<file path="src/rtl/mux4_rr_arbiter.sv">
// Round-robin arbiter for a shared 4:1 selector datapath.
// Bounded bursts, registered one-hot grant and select lines.
module mux4_rr_arbiter #(
    parameter int W         = 1,
    parameter int MAX_BURST = 4
) (
    input  logic           clk,
    input  logic           rst_n,
    input  logic [3:0]     req,
    input  logic [4*W-1:0] in,
    output logic [3:0]     gnt,
    output logic           s0,
    output logic           s1,
    output logic           valid,
    output logic [W-1:0]   y
);

    localparam int CW = (MAX_BURST > 1) ? $clog2(MAX_BURST) : 1;
    localparam logic [CW-1:0] CNT_LAST = CW'(MAX_BURST - 1);

    localparam logic [0:0] IDLE  = 1'b0;
    localparam logic [0:0] GRANT = 1'b1;

    logic [0:0]    state_q, state_d;
    logic [3:0]    gnt_q, gnt_d;
    logic [1:0]    sel_q, sel_d;
    logic [1:0]    last_q, last_d;
    logic [CW-1:0] cnt_q, cnt_d;

    logic [1:0] win;
    logic       any_req;
    logic       in_grant;
    logic       rel;
    logic       grant_now;
    logic       drop_now;
    logic       step_now;

    // Scan last+1 .. last+4; the lowest offset with a request wins.
    function automatic logic [1:0] winner(
        input logic [3:0] r,
        input logic [1:0] l
    );
        logic [1:0] idx;
        winner = l;
        for (int d = 4; d >= 1; d--) begin
            idx = l + 2'(d);
            if (r[idx]) winner = idx;
        end
    endfunction

    assign win      = winner(req, last_q);
    assign any_req  = |req;
    assign in_grant = (state_q == GRANT);
    assign valid    = in_grant && req[sel_q];
    assign rel      = in_grant && (!req[sel_q] || cnt_q == CNT_LAST);

    assign grant_now = (!in_grant || rel) && any_req;
    assign drop_now  = rel && !any_req;
    assign step_now  = valid && !rel;

    always_comb begin
        state_d = state_q;
        gnt_d   = gnt_q;
        sel_d   = sel_q;
        last_d  = last_q;
        cnt_d   = cnt_q;
        unique case (1'b1)
            grant_now: begin
                state_d = GRANT;
                gnt_d   = 4'b0001 << win;
                sel_d   = win;
                last_d  = win;
                cnt_d   = '0;
            end
            drop_now: begin
                // select lines deliberately hold their last value
                state_d = IDLE;
                gnt_d   = 4'b0000;
            end
            step_now: begin
                cnt_d = cnt_q + CW'(1);
            end
            default: ;
        endcase
    end

    always_ff @(posedge clk or negedge rst_n) begin
        if (!rst_n) begin
            state_q <= IDLE;
            gnt_q   <= 4'b0000;
            sel_q   <= 2'b00;
            last_q  <= 2'd3;
            cnt_q   <= '0;
        end else begin
            state_q <= state_d;
            gnt_q   <= gnt_d;
            sel_q   <= sel_d;
            last_q  <= last_d;
            cnt_q   <= cnt_d;
        end
    end

    assign gnt = gnt_q;
    assign s0  = sel_q[1];
    assign s1  = sel_q[0];
    assign y   = valid ? in[sel_q*W +: W] : '0;

endmodule

</file>
<file path="config.mk">
export PLATFORM = sky130hd
export DESIGN_NAME = mux4_rr_arbiter
export DESIGN_NICKNAME = d
export VERILOG_FILES = /design/src/rtl/mux4_rr_arbiter.sv
export SDC_FILE = /design/constraint.sdc
export NUM_CORES = 1
export LEC_CHECK = 0
export BUFFER_PORTS_ARGS = -buffer_cell sky130_fd_sc_hd__buf_4
export CAP_MARGIN = 20
export CORE_MARGIN = 5
export CORE_UTILIZATION = 45
export CTS_CLUSTER_DIAMETER = 120
export DETAILED_ROUTE_END_ITERATION = 10
export PLACE_DENSITY_LB_ADDON = 0.08
export SETUP_SLACK_MARGIN = 0.02
export SLEW_MARGIN = 40
export SYNTH_ARGS = -nofsm -noshare
export SYNTH_HDL_FRONTEND = slang
export SYNTH_SLANG_ARGS = --single-unit
</file>
<file path="constraint.sdc">
create_clock -name clk -period 1.9 [get_ports clk]
set_input_delay 0.475 -clock clk [delete_from_list [all_inputs] [get_ports clk]]
set_output_delay 0.475 -clock clk [all_outputs]
set_load 0.01 [all_outputs]
</file>
==> results of run 1 <==
## routing by layer
metal	part of all wire, %	wire length (µm)	track usage [%]	vias up
met2	54	752	26.2	9
met3	4.1	58	5.75	0
met5	0	0	0	-
li1	-	-	-	269
met4	0	0	3.31	0
met1	42	590	20.3	275
## worst max-delay path, cell delays in order (launching register included)
cell and delay [ns]:
dfrtp_2 0.41, mux4_2 0.55, and3_4 0.19, buf_6 0.11
## metrics by stage
stage               total power (µW)  TNS (ns)  cells  cell area [µm²]
CTS                             1300    -0.221    100              852
global placement                1080         0     95              813
detailed placement              1100         0     95              813
global route                    1400    -0.309    100              855
floorplan                        852         0     57              626
finish                          1290    -0.182    100              855
## cell families after synthesis
group,Yosys count
AOI/OAI and AO/OA,15
adders and majority gates,1
buffers and inverters,3
DFF,11
muxes,3
and+or+nand+nor,24
## state kept, by name, summed over array words and instances (netlist names)
| register | count |
|---|---|
| gnt | 4 |
| in_grant | 1 |
| sel_q | 2 |
| last_q | 2 |
| cnt_q | 2 |
## timing repair
action	CTS	global route
resized for setup	4	1
endpoints found under the setup margin	2	2
pin swaps	1	1
buffers inserted	1	0
hold buffers	0	0
cloned	0	0
## where the power goes
group	leakage [µW]	total, µW	switching, µW	internal (µW)
clock	0.0000150	156	74.6	81.2
combinational	0.000253	687	313	374
sequential	0.000130	443	94.0	349
## worst max-delay path by stage
stage | from | slack (ns) | to | cells after the start
after CTS | sel_q[0] | -0.11 | y | 3
after floorplan | sel_q[0] | 0.17 | y | 2
after global routing | sel_q[0] | -0.16 | y | 3
after global placement | in[1] | 0.007 | y | 4
final | sel_q[0] | -0.10 | y | 3
after detailed placement | in[1] | 0.008 | y | 4
## cells in the final DEF, fill, tap and decap left out
cell type / netlist / final
buf_4: 0 / 24
dfrtp_1: 9 / 8
nor2_1: 6 / 6
a21oi_1: 5 / 5
a32o_1: 4 / 4
nand2_1: 4 / 3
clkbuf_4: 0 / 3
mux4_2: 1 / 2
inv_1: 2 / 2
nor2b_1: 2 / 2
nand3_1: 2 / 2
dfstp_2: 2 / 2
nand2_2: 0 / 1
and3_4: 0 / 1
and3b_1: 1 / 1
nand2b_1: 1 / 1
or2b_1: 1 / 1
mux2i_1: 1 / 1
or3_1: 1 / 1
and2b_1: 1 / 1
nor4_2: 1 / 1
a21oi_4: 1 / 1
o21a_1: 1 / 1
o21ai_0: 1 / 1
o21bai_1: 1 / 1
or3b_2: 1 / 1
and3_1: 1 / 1
o22ai_2: 1 / 1
o31ai_1: 1 / 1
nor3_1: 1 / 1
ha_1: 1 / 1
clkbuf_1: 0 / 1
buf_6: 1 / 1
dfrtp_2: 0 / 1
## area by class of cell
type	count	area, µm²	share of cell area [%]
Multi-Input combinational cell	43	332	38.8
Sequential cell	11	279	32.7
Timing Repair Buffer	25	191	22.4
Clock buffer	4	26.3	3.07
Tap cell	15	18.8	2.20
Inverter	2	7.51	0.878
==> reports/metrics.cfg, run 1 <==
[die]
die_w_um = 47.3
rows = 13
initial_core_util_pct = 48.1
dieArea_mm2 = 0.00224
die_h_um = 47.3
ios = 18
coreArea_mm2 = 0.00130

[sta]
setup_viol = 2
tightest_slew_ns = 0.397
period_minus_slack_ns = 2.00
rsz0062_at_grt = true
fin_crit_sh_pct = 106
fmax_mhz = 499
finalHoldViolations = 0
fin_hold_ws_ns = 0.0278
drv_slew = 0
setup_slack_ns = -0.105
final.setup_skew_ns = 0.00250
slew_headroom_pct = 73.3

[logic_synthesis]
synthFlopType = dfrtp_1
yosys-top-cells-area = dfrtp_1, dfstp_2, a32o_1, mux4_1, a21oi_1
syn_nets = 68
synth_compound_area_share_pct = 19.4
synth_area_um2 = 626
yosys.cell_count.top_type = dfrtp_1
synthMuxAreaShare_pct = 9.40
synth_warnings = 0
synth_top_family_by_area = simple AND/OR/NAND/NOR gates
synth_fa_ha_area_share_pct = 2.00
yosysSeqAreaShare_pct = 44.4
synth_largest_area_cell = dfrtp_1
ys_ff_latch = 11
synth_cells = 57
synth_edf_count = 0
synthSimpleGateAreaFrac_pct = 21.8
avgSynthCellArea_um2 = 11.0
synth_xor_area_share_pct = 0
ys_top_cells_by_count = dfrtp_1, nor2_1, a21oi_1, a32o_1, nand2_1
synthArstFlopShare_pct = 100
post-synth-top-area-fraction_pct = 36.0
ys_types = 30

[pwr]
irDropWorstVdd_mv = 0.779
powerDensity_mw_per_mm2 = 1500
p_leak_uw = 0.000398

[route]
drc = 0
first_pass_iters = 4
wl_per_cell_um = 14.0
vias = 553
wl_mm = 1.40
dr.first_iter.drc_count = 6
via_per_inst = 5.53
drtAntennaViolNets = 0

[min_path]
hold_path_class = in2async

[clocking]
cts_max_level = 1
clock_sinks = 11
cts_tree = built
cts_buffers = 3
path_clk_slew_ns = 0.07
insertion_delay_ns = 0.26
cts_root_buffer = clkbuf_4
cts_buffer_depth = 2

[placed_design]
post-dp-hpwl_mm = 1.10
place_congestion = 0.767
port-buffer-count = 17
place_ws_ns = 0.00760

[grt]
grt_pass1_vias = 572
grt_max_degree = 13
grt_first_pass_wirelength_mm = 2.48
grt-ovfl-total = 0
antenna_found_initial = 0
grt_usage_pct = 16.0

[critical_path]
required_ns = 1.42
worst-setup-path-type = reg2out
cp.arrival_ns = 1.53
end_kind = output port
reg2regPathDepth = 5
rr_startpoint = sel_q[0]
reg2reg_to = last_q[1]
startpoint_type = flip-flop
r2r_setup_slack_ns = 0.19
critPathMaxFanout = 4

[finish]
fin_util_pct = 65.7
diodes = 0
fillers = 110
nets = 97
syn2layout_area_growth_pct = 36.6
drive_gt1_share_pct = 45.9

[outcome]
status = finished with violations
failed_checks = negative setup slack

[run]
drv_cap = 0

Note: power is estimated with default switching activity, not from simulation.
==> inputs of run 2 (changes only) <==
--- a/config.mk
+++ b/config.mk
@@ -12,4 +12,5 @@
 export CTS_CLUSTER_DIAMETER = 120
 export DETAILED_ROUTE_END_ITERATION = 10
+export GPL_ROUTABILITY_DRIVEN = 0
 export PLACE_DENSITY_LB_ADDON = 0.08
 export SETUP_SLACK_MARGIN = 0.02
==> constraint.sdc (replaced) <==
create_clock -name clk -period 1.9 [get_ports clk]
set_input_delay 0.095 -clock clk [delete_from_list [all_inputs] [get_ports clk]]
set_output_delay 0.095 -clock clk [all_outputs]
set_load 0.01 [all_outputs]
==> run 2 against run 1 <==
Effect of this change: the flow now finishes without violations; combinational power down 13%; sequential cell count unchanged; first-iteration DRC count up 67%; critical path type unchanged; final area down 6.7%.
==> reports/metrics.cfg, run 2 (synthesis results as in run 1) <==
[grt]
grt_pass1_vias = 452
grt-ovfl-total = 0
grt_max_degree = 13
grt_usage_pct = 12.4
antenna_found_initial = 0
grt_first_pass_wirelength_mm = 1.97

[placed_design]
post-dp-hpwl_mm = 1.03
dp.cells = 88
placed_area_um2 = 761
port-buffer-count = 17

[critical_path]
end_kind = output port
worst-setup-path-type = reg2out
critPathMaxFanout = 4
required_ns = 1.80
startpoint_type = flip-flop
cp.arrival_ns = 1.64

[sta]
finalHoldViolations = 0
fin_crit_sh_pct = 91.4
setup-tns-final_ns = 0
fin_hold_ws_ns = 0.123
period_minus_slack_ns = 1.74
fmax_mhz = 576
final.setup_skew_ns = 0.00766
tightest_slew_ns = 0.558
rsz0062_at_grt = false
slew_headroom_pct = 62.5
setup_viol = 0
drv_slew = 0

[route]
drtAntennaViolNets = 0
drc = 0
first_pass_iters = 4
wl_per_cell_um = 14.0
dr.first_iter.drc_count = 10
wl_mm = 1.30
via_per_inst = 5.52
vias = 513

[clocking]
cts_tree = built
cts_root_buffer = clkbuf_4
insertion_delay_ns = 0.27
path_clk_slew_ns = 0.07
cts_buffers = 3
cts_buffer_depth = 2
ctsResizeCount = 0
cts_max_level = 1
clock_sinks = 11

[die]
die_w_um = 47.3
die_h_um = 47.3
initial_core_util_pct = 48.1
dieArea_mm2 = 0.00224
coreArea_mm2 = 0.00130
rows = 13
ios = 18

[finish]
fin_util_pct = 61.3
final_cell_mix = buf_4, dfrtp_1, nor2_1
multi_input_comb_area_um2 = 329
fillers = 109
final_common_cell = buf_4
instances_no_fill = 93
nets = 90
largest_reg_flops = 4
diodes = 0
final_area_um2 = 797
drive_gt1_share_pct = 35.9
syn2layout_area_growth_pct = 27.4
seq_area_um2 = 278

[min_path]
hold_path_class = in2reg

[run]
drv_cap = 0

[pwr]
irDropWorstVdd_mv = 0.755
powerDensity_mw_per_mm2 = 1500
p_leak_uw = 0.000368

[outcome]
status = completed

run 2: power breakdown:
group / switching, µW / internal [µW]
Sequential: 91.3 / 347
Combinational: 290 / 309
Clock: 76.9 / 81.3
Total: 458 / 737
run 2: through the flow:
step	power (µW)	worst slack [ns]
floorplan	852	0.338
global placement	1040	0.332
CTS	1210	0.151
finish	1200	0.163
global route	1280	0.0942
detailed placement	1050	0.279
run 2: path summary, 6_finish.rpt:
check	startpoint	to	slack (ns)	depth (start not counted)
min	req[2]	in_grant	0.12	3
min in group asynchronous	rst_n	cnt_q[1]	0.19	2
min reg2reg	gnt[2]	gnt[2]	0.49	1
max reg2reg	sel_q[0]	gnt[0]	0.26	4
max in group asynchronous	rst_n	last_q[1]	1.47	2
max	sel_q[0]	y	0.16	3
run 2: worst max-delay path: stages (launching register included):
cell and delay, ns:
dfrtp_1 0.43, mux4_2 0.59, and3_2 0.22, buf_4 0.14
run 2: cell type report:
type                       count  area share [%]
multi-input combinational     43            41.3
inverter                       2           0.942
tap                           15            2.35
clock buffer                   4            3.30
timing repair buffer          18            17.3
sequential                    11            34.9
run 2: layer usage:
| metal | track usage [%] | up-vias | part of all wire [%] |
|---|---|---|---|
| met3 | 5.75 | 0 | 7.0 |
| met1 | 15.9 | 250 | 43 |
| met4 | 0 | 0 | 0 |
| li1 | - | 253 | - |
| met2 | 20.6 | 10 | 50 |
| met5 | 0 | - | 0 |
run 2: repair_timing:
| item | in CTS | in global routing |
|---|---|---|
| endpoints found under the hold margin | 11 | 0 |
| hold buffers | 1 | 0 |
| endpoints found under the setup margin | 0 | 0 |
| setup buffers | 0 | 0 |
==> inputs of run 3 (changes only) <==
- PLACE_DENSITY: default -> 0.77
- PLACE_DENSITY_LB_ADDON: 0.08 -> default
==> run 3 against run 2 <==
Effect of this change: clock skew fell by 0.0011 ns; first-iteration DRC count grew 40%; setup slack improved by 0.0040 ns; highest routed layer is now met4.
==> reports/metrics.cfg, run 3 (synthesis results as in run 1) <==
[pwr]
powerDensity_mw_per_mm2 = 1500
irDropWorstVdd_mv = 0.776
p_leak_uw = 0.000368

[grt]
grt_max_degree = 13
grt_pass1_vias = 465
grt_usage_pct = 13.4
antenna_found_initial = 0
grt_first_pass_wirelength_mm = 2.03
grt-ovfl-total = 0

[sta]
fin_crit_sh_pct = 91.2
finalHoldViolations = 0
setup_viol = 0
slew_headroom_pct = 62.9
drv_slew = 0
rsz0062_at_grt = false
fin_hold_ws_ns = 0.117
tightest_slew_ns = 0.551
fmax_mhz = 577
period_minus_slack_ns = 1.73
setup_slack_ns = 0.167
setup-tns-final_ns = 0
final.setup_skew_ns = 0.00659

[finish]
fin_util_pct = 61.3
syn2layout_area_growth_pct = 27.4
final_cell_mix = buf_4, dfrtp_1, nor2_1
largest_reg_flops = 4
nets = 90
diodes = 0
final_common_cell = buf_4
drive_gt1_share_pct = 35.9

[clocking]
cts_root_buffer = clkbuf_4
insertion_delay_ns = 0.27
cts_buffer_depth = 2
clock_sinks = 11
cts_tree = built
cts_buffers = 3
path_clk_slew_ns = 0.07
cts_max_level = 1
ctsResizeCount = 0

[route]
wl_mm = 1.26
vias = 526
via_per_inst = 5.66
wl_per_cell_um = 13.5
drc = 0
first_pass_iters = 4
dr.first_iter.drc_count = 14
drtAntennaViolNets = 0

[die]
ios = 18
coreArea_mm2 = 0.00130
rows = 13
dieArea_mm2 = 0.00224
die_h_um = 47.3
die_w_um = 47.3
initial_core_util_pct = 48.1

[critical_path]
startpoint_type = flip-flop
end_kind = output port
cp.arrival_ns = 1.64
worst-setup-path-type = reg2out
critPathMaxFanout = 4
required_ns = 1.80
r2r_setup_slack_ns = 0.28

[run]
drv_cap = 0

[placed_design]
place_ws_ns = 0.299
port-buffer-count = 17
post-dp-hpwl_um = 977

[outcome]
status = completed

[min_path]
hold_path_class = in2reg

## run 3: cell counts in the layout (fill, tap and decap cells not counted)
Identical to the previous run, type by type.
## run 3: path summary, 6_finish.rpt
path                           from        end  depth (start not counted)
max in group asynchronous     rst_n  last_q[0]                          2
min in group asynchronous     rst_n   in_grant                          2
hold reg to reg            cnt_q[0]   cnt_q[0]                          1
setup / recovery           sel_q[0]          y                          3
hold / removal               req[2]   in_grant                          3
setup reg to reg           sel_q[0]     gnt[3]                          3
## run 3: repair_timing
item | in CTS | in global routing
hold endpoints to repair | 11 | 0
setup buffers | 0 | 0
hold buffers | 1 | 0
## run 3: power by group
part           leakage, µW  total (µW)  internal (µW)  switching, µW
sequential        0.000131         436            347           89.3
clock            0.0000150         157           81.3           75.8
combinational     0.000222         604            310            294
total             0.000368        1200            738            459
## run 3: layer usage
layer	wire (µm)	global-route usage [%]	vias to the layer above
met3	128	6.51	4
met1	539	16.0	249
met4	18	4.97	0
li1	-	-	257
met2	572	20.9	16
met5	0	0	-
## run 3: area by class of cell
| cell class | count | area, µm² |
|---|---|---|
| Fill cell | 111 | 504 |
| Multi-Input combinational cell | 43 | 329 |
| Sequential cell | 11 | 278 |
| Timing Repair Buffer | 18 | 138 |
| Clock buffer | 4 | 26.3 |
| Tap cell | 15 | 18.8 |
| Inverter | 2 | 7.51 |
## run 3: critical path, cell delays in order (launching register included)
cell     delay [ns]
dfrtp_1        0.42
mux4_2         0.59
and3_2         0.22
buf_4          0.14
## run 3: per-stage QoR
stage | instances | power (µW) | area, µm²
finish | 93 | 1200 | 797
global route | 93 | 1300 | 797
CTS | 93 | 1210 | 797
detailed placement | 88 | 1040 | 761
global placement | 88 | 1030 | 761
floorplan | 57 | 852 | 626
